===== src/rtl/cntr_updn_mod_if.sv =====
// ---------------------------------------------------------------------------
// cntr_updn_mod_if
// Control/status bundle for the up/down modulo counter.
//
// Signals:
//   enbl      count enable (freezes counter and prescaler when low)
//   up_dn     direction, 1 = up, 0 = down
//   clr       synchronous clear
//   load      synchronous parallel load
//   load_val  value for load (clamped to MOD_MAX by the counter)
//   cntr      current count
//   tc        one-cycle terminal-count pulse
//   ovf       sticky boundary-event flag
//
// Modports:
//   master  drives the controls, observes the count (user / bench side)
//   slave   the counter itself
//
// There is no valid/ready handshake: every control is level-sampled on each
// rising clk edge, and every status output is registered.
// ---------------------------------------------------------------------------
interface cntr_updn_mod_if #(
  parameter int WIDTH = 3
);
  logic             enbl;
  logic             up_dn;
  logic             clr;
  logic             load;
  logic [WIDTH-1:0] load_val;
  logic [WIDTH-1:0] cntr;
  logic             tc;
  logic             ovf;

  modport master (
    output enbl, up_dn, clr, load, load_val,
    input  cntr, tc, ovf
  );

  modport slave (
    input  enbl, up_dn, clr, load, load_val,
    output cntr, tc, ovf
  );
endinterface


===== src/rtl/cntr_updn_mod.sv =====
// ---------------------------------------------------------------------------
// cntr_updn_mod
// Parametrised up/down modulo counter (range 0..MOD_MAX) with synchronous
// clear, clamped parallel load, prescaled stepping, a one-cycle terminal-count
// pulse and a sticky overflow flag.
//
// Parameters:
//   WIDTH     counter width in bits (1..32)
//   MOD_MAX   terminal value, must fit in WIDTH bits
//   PRESCALE  enabled cycles per count step (1..256)
//
// Ports:
//   clk   rising-edge clock
//   rst   asynchronous, active-high reset
//   bus   cntr_updn_mod_if.slave (enbl, up_dn, clr, load, load_val in;
//         cntr, tc, ovf out)
//
// Configuration macro:
//   CNTR_SAT_EN  when defined, a step at the boundary holds the count
//                (MOD_MAX going up, 0 going down) instead of wrapping.
//                tc and ovf behave identically in both builds.
//
// Edge priority: rst > clr > load > step.
// ---------------------------------------------------------------------------
module cntr_updn_mod #(
  parameter int          WIDTH    = 3,
  parameter int unsigned MOD_MAX  = 7,
  parameter int          PRESCALE = 1
) (
  input logic             clk,
  input logic             rst,
  cntr_updn_mod_if.slave  bus
);

  localparam int PW = (PRESCALE > 1) ? $clog2(PRESCALE) : 1;

  localparam logic [WIDTH-1:0] MAX_V    = WIDTH'(MOD_MAX);
  localparam logic [WIDTH-1:0] CNT_ONE  = WIDTH'(1);
  localparam logic [PW-1:0]    PSC_LAST = PW'(PRESCALE - 1);
  localparam logic [PW-1:0]    PSC_ONE  = PW'(1);

  logic [WIDTH-1:0] r_cntr;
  logic             r_tc;
  logic             r_ovf;
  logic [PW-1:0]    r_psc;

  logic             w_tick;
  logic             w_at_top;
  logic             w_at_bot;
  logic             w_bound;
  logic [WIDTH-1:0] w_load_clamped;
  logic [WIDTH-1:0] w_cntr_step;

  // A tick is the enabled cycle that completes a prescale period; with
  // PRESCALE=1 the prescaler is pinned at 0 and every enabled cycle ticks.
  assign w_tick   = bus.enbl && (r_psc == PSC_LAST);
  assign w_at_top = (r_cntr == MAX_V);
  assign w_at_bot = (r_cntr == '0);

  // Boundary event: a step attempted from the end the direction points at.
  assign w_bound  = w_tick && (bus.up_dn ? w_at_top : w_at_bot);

  assign w_load_clamped = (bus.load_val > MAX_V) ? MAX_V : bus.load_val;

  // Value the counter takes on a tick.
  always_comb begin
    w_cntr_step = r_cntr;
    if (bus.up_dn) begin
      if (w_at_top) begin
`ifdef CNTR_SAT_EN
        w_cntr_step = MAX_V;
`else
        w_cntr_step = '0;
`endif
      end else begin
        w_cntr_step = r_cntr + CNT_ONE;
      end
    end else begin
      if (w_at_bot) begin
`ifdef CNTR_SAT_EN
        w_cntr_step = '0;
`else
        w_cntr_step = MAX_V;
`endif
      end else begin
        w_cntr_step = r_cntr - CNT_ONE;
      end
    end
  end

  always_ff @(posedge clk or posedge rst) begin
    if (rst) begin
      r_cntr <= '0;
      r_tc   <= 1'b0;
      r_ovf  <= 1'b0;
      r_psc  <= '0;
    end else if (bus.clr) begin
      r_cntr <= '0;
      r_tc   <= 1'b0;
      r_ovf  <= 1'b0;
      r_psc  <= '0;
    end else if (bus.load) begin
      // ovf is deliberately left alone: load repositions, it does not
      // acknowledge a past boundary event.
      r_cntr <= w_load_clamped;
      r_tc   <= 1'b0;
      r_psc  <= '0;
    end else begin
      if (bus.enbl) begin
        r_psc <= w_tick ? '0 : (r_psc + PSC_ONE);
      end
      if (w_tick) begin
        r_cntr <= w_cntr_step;
      end
      r_tc <= w_bound;
      if (w_bound) begin
        r_ovf <= 1'b1;
      end
    end
  end

  assign bus.cntr = r_cntr;
  assign bus.tc   = r_tc;
  assign bus.ovf  = r_ovf;

endmodule


===== src/flat_wrapper.sv =====
// flat-port wrapper written by rule: the top's interface ports become plain ports
module cntr_updn_mod_flat 
#(
  parameter int          WIDTH    = 3,
  parameter int unsigned MOD_MAX  = 7,
  parameter int          PRESCALE = 1
)
  (clk, rst, bus_enbl, bus_up_dn, bus_clr, bus_load, bus_load_val, bus_cntr, bus_tc, bus_ovf);
  cntr_updn_mod_if #(.WIDTH(WIDTH)) bus_i ();
  input logic clk;
  input logic rst;
  input wire logic [$bits(bus_i.enbl)-1:0] bus_enbl;
  input wire logic [$bits(bus_i.up_dn)-1:0] bus_up_dn;
  input wire logic [$bits(bus_i.clr)-1:0] bus_clr;
  input wire logic [$bits(bus_i.load)-1:0] bus_load;
  input wire logic [$bits(bus_i.load_val)-1:0] bus_load_val;
  output wire logic [$bits(bus_i.cntr)-1:0] bus_cntr;
  output wire logic [$bits(bus_i.tc)-1:0] bus_tc;
  output wire logic [$bits(bus_i.ovf)-1:0] bus_ovf;
  assign bus_i.enbl = bus_enbl;
  assign bus_i.up_dn = bus_up_dn;
  assign bus_i.clr = bus_clr;
  assign bus_i.load = bus_load;
  assign bus_i.load_val = bus_load_val;
  assign bus_cntr = bus_i.cntr;
  assign bus_tc = bus_i.tc;
  assign bus_ovf = bus_i.ovf;
  cntr_updn_mod #(.WIDTH(WIDTH), .MOD_MAX(MOD_MAX), .PRESCALE(PRESCALE)) u_core (.clk(clk), .rst(rst), .bus(bus_i));
endmodule

===== config.mk =====
export PLATFORM = sky130hd
export DESIGN_NAME = cntr_updn_mod_flat
export DESIGN_NICKNAME = d
export VERILOG_FILES = /design/src/rtl/cntr_updn_mod_if.sv /design/src/rtl/cntr_updn_mod.sv /design/src/flat_wrapper.sv
export SDC_FILE = /design/constraint.sdc
export NUM_CORES = 1
export LEC_CHECK = 0
export ABC_AREA = 1
export CORE_AREA = 2 2 39 41
export DETAILED_ROUTE_END_ITERATION = 10
export DIE_AREA = 0 0 41 43
export GPL_TIMING_DRIVEN = 0
export HOLD_SLACK_MARGIN = 0.12
export PLACE_DENSITY_LB_ADDON = 0.25
export SYNTH_ARGS = -nofsm -noshare
export SYNTH_HDL_FRONTEND = slang
export SYNTH_SLANG_ARGS = --single-unit

===== constraint.sdc =====
create_clock -name clk -period 1.4 [get_ports clk]
set_input_delay 0.28 -clock clk [delete_from_list [all_inputs] [get_ports clk]]
set_output_delay 0.28 -clock clk [all_outputs]
set_load 0.03 [all_outputs]

==> impl_metrics.tcl <==
set metrics [dict create \
    die_height_um 43 \
    ys_ff_latch 6 \
    vias 402 \
    cts_sinks 6 \
    finalNetCount 93 \
    syn_avg_cell_area_um2 7.36 \
    cts_root_buffer "clkbuf_4" \
    path_class "flip-flop to output pin" \
    grt_pass1_wl_mm 1.48 \
    grt_antenna_before_repair 0 \
    power_density_nw_per_um2 894 \
    maxCapViolations 0 \
    dieArea_um2 1760 \
    grt_util_met2_pct 18.4 \
    cp.arrival_ns 1.05 \
    core-area_um2 1380 \
    hp-class "input pin to asynchronous set/reset pin" \
    grt_max_degree 7 \
    path_clk_slew_ns 0.05 \
    path_max_fanout 4 \
    end_kind "output pin" \
    p_sw_share_pct 33.1 \
    synth.net_count 74 \
    grtUsageTotal_pct 12.4 \
    dr.pass1.iters 4 \
    wirelength_um 878 \
    clkPwrFrac_pct 31.7 \
    port_buffers 13 \
    place.gp.congestion 0.797 \
    synth_area_um2 442 \
    clkLatencyLatePin_ns 0.24 \
    required_ns 1.12 \
    path_delay_family "buffers and inverters" \
    timing.fmax_mhz 750 \
    netlist-cell-type-count 12 \
    tns_ns 0 \
    die_w_um 41 \
    p_leak_nw 0.330 \
    syn_inst 60 \
    globalRoute.busiestLayer "met2" \
    drive_above_1_share_pct 15.4 \
    fin_crit_ns 1.33 \
    finalWorstSetupSlack_ns 0.0675 \
    ctsHoldBuffers 0 \
    ir_drop_mv 0.316 \
    layout_commonest_cell "inv_1" \
    status "completed" \
    gr-usage-met1_pct 16.2 \
    slew_headroom_pct 80.0 \
    drv_slew 0 \
    nFillCells 152 \
    mostFrequentLayoutCells "inv_1, nand2_1, nor2_1, clkdlybuf4s50_1, nand3_1" \
    htree_levels 1 \
    grt_pass1_vias 364 \
    gr-usage-met3_pct 3.14 \
    cts_buffer_depth 2 \
    wl_per_cell_um 9.34 \
    yosys_warnings 0 \
    area_delta_synth_final_pct 40.2 \
    tritoncts "yes" \
    overflow 0 \
    initialDrtViolationCount 1 \
    rows 14 \
    p_sw_w 0.000183 \
    ys_seq_area_share_pct 34.0 \
    start_util_pct 31.9 \
    tightest_slew_ns 0.301 \
    cp-start-kind "flip-flop" \
    p_seq_share_pct 36.7 \
    via_per_inst 4.28 \
    hold_viol 0 \
    dp_hpwl_um 709 \
    fin_worst_hold_slack_ns 0.268 \
    drcViolationCount 0 \
    cts-buffers-inserted 3 \
    rsz0062_at_grt "no" \
    pre_cts_slack_ns -0.0137 \
    finalCritPeriodShare_pct 95.2 \
    n_antenna_cell 0 \
    antenna_left 0 \
    slowest_delay_ns 0.42 \
    fin_skew_ns 0.00462 \
    p_int_w 0.000370 \
    power_frac_comb_pct 31.6 \
    cpMaxStageDelayCell "dlygate4sd2_1" \
    io_pins 14 \
    cp_num_buf_inv 1 \
    worstPathCellList "dlygate4sd2_1" \
    finalSetupViolCount 0 \
]
## stage by stage
stage / instances / power (W) / instance area [µm²] / utilization, %
finish: 94 / 0.000553 / 619 / 44.8
global route: 94 / 0.000605 / 619 / 44.8
CTS: 93 / 0.000561 / 613 / 44.3
detailed placement: 89 / 0.000386 / 593 / 42.9
global placement: 89 / 0.000382 / 593 / 42.9
floorplan: 60 / 0.000314 / 443 / -
## worst paths after layout
kind / start / cells after the start / end / slack [ns]
hold reg to reg: u_core.bus.ovf$_DFFE_PP0P_ / 2 / u_core.bus.ovf$_DFFE_PP0P_ / 0.49
hold / removal: rst / 2 / u_core.bus.cntr[2]$_DFFE_PP0P_ / 0.27
setup / recovery: u_core.bus.cntr[1]$_DFFE_PP0P_ / 1 / bus_cntr[1] / 0.07
max in group asynchronous: rst / 2 / u_core.bus.cntr[0]$_DFFE_PP0P_ / 0.91
setup reg to reg: u_core.bus.cntr[0]$_DFFE_PP0P_ / 6 / u_core.bus.cntr[2]$_DFFE_PP0P_ / 0.13
min in group clk: u_core.bus.ovf$_DFFE_PP0P_ / 2 / u_core.bus.ovf$_DFFE_PP0P_ / 0.49
## per-layer routing
metal / vias to the layer above / part of all wire [%] / routed length [µm]
met5: - / 0 / 0
met4: 0 / 0 / 0
met3: 0 / 4.8 / 42
met2: 9 / 49 / 428
met1: 169 / 46 / 407
li1: 224 / - / -
## final cells by class
| type | instances | area (µm²) | share of cell area, % |
|---|---|---|---|
| inverters | 13 | 48.8 | 7.88 |
| repair buffers | 14 | 128 | 20.6 |
| multi-input cells | 41 | 245 | 39.6 |
| well taps | 16 | 20.0 | 3.23 |
| clock buffers | 4 | 26.3 | 4.24 |
| flip-flops and latches | 6 | 151 | 24.4 |
## flip-flops by register name (all words and copies together) (netlist names)
name	cells
u_core.bus.cntr	3
u_core.bus.ovf	1
u_core.bus.tc	1
u_core.r_psc	1
## power by group through the flow
stage / Sequential (W) / Clock (W) / Combinational, W
CTS: 0.000203 / 0.000187 / 0.000171
floorplan: 0.000230 / 0 / 0.0000848
detailed placement: 0.000207 / 0 / 0.000179
global placement: 0.000206 / 0 / 0.000176
global route: 0.000205 / 0.000204 / 0.000196
finish: 0.000203 / 0.000176 / 0.000175
## timing repair
action,in CTS,in global routing
setup buffers,0,1
setup endpoints to repair,5,5
endpoints found under the hold margin,0,0
resized for setup,5,5
## cells in the mapped netlist, drive strengths merged
cell	count	area, µm²
nand3	7	35.0
o211ai	1	7.51
nor2	9	41.3
inv	13	48.8
nand2	11	41.3
ha	5	62.6
a21oi	4	31.3
o21ai	4	23.8
dfrtp	6	150
## cell families after synthesis
family,after synthesis,share of synthesized area [%]
simple gates,27,26.6
flops,6,34.0
fa+ha+maj,5,14.2
compound gates,9,14.2
buf+inv,13,11.0
Power figures use the tool's default switching activity.
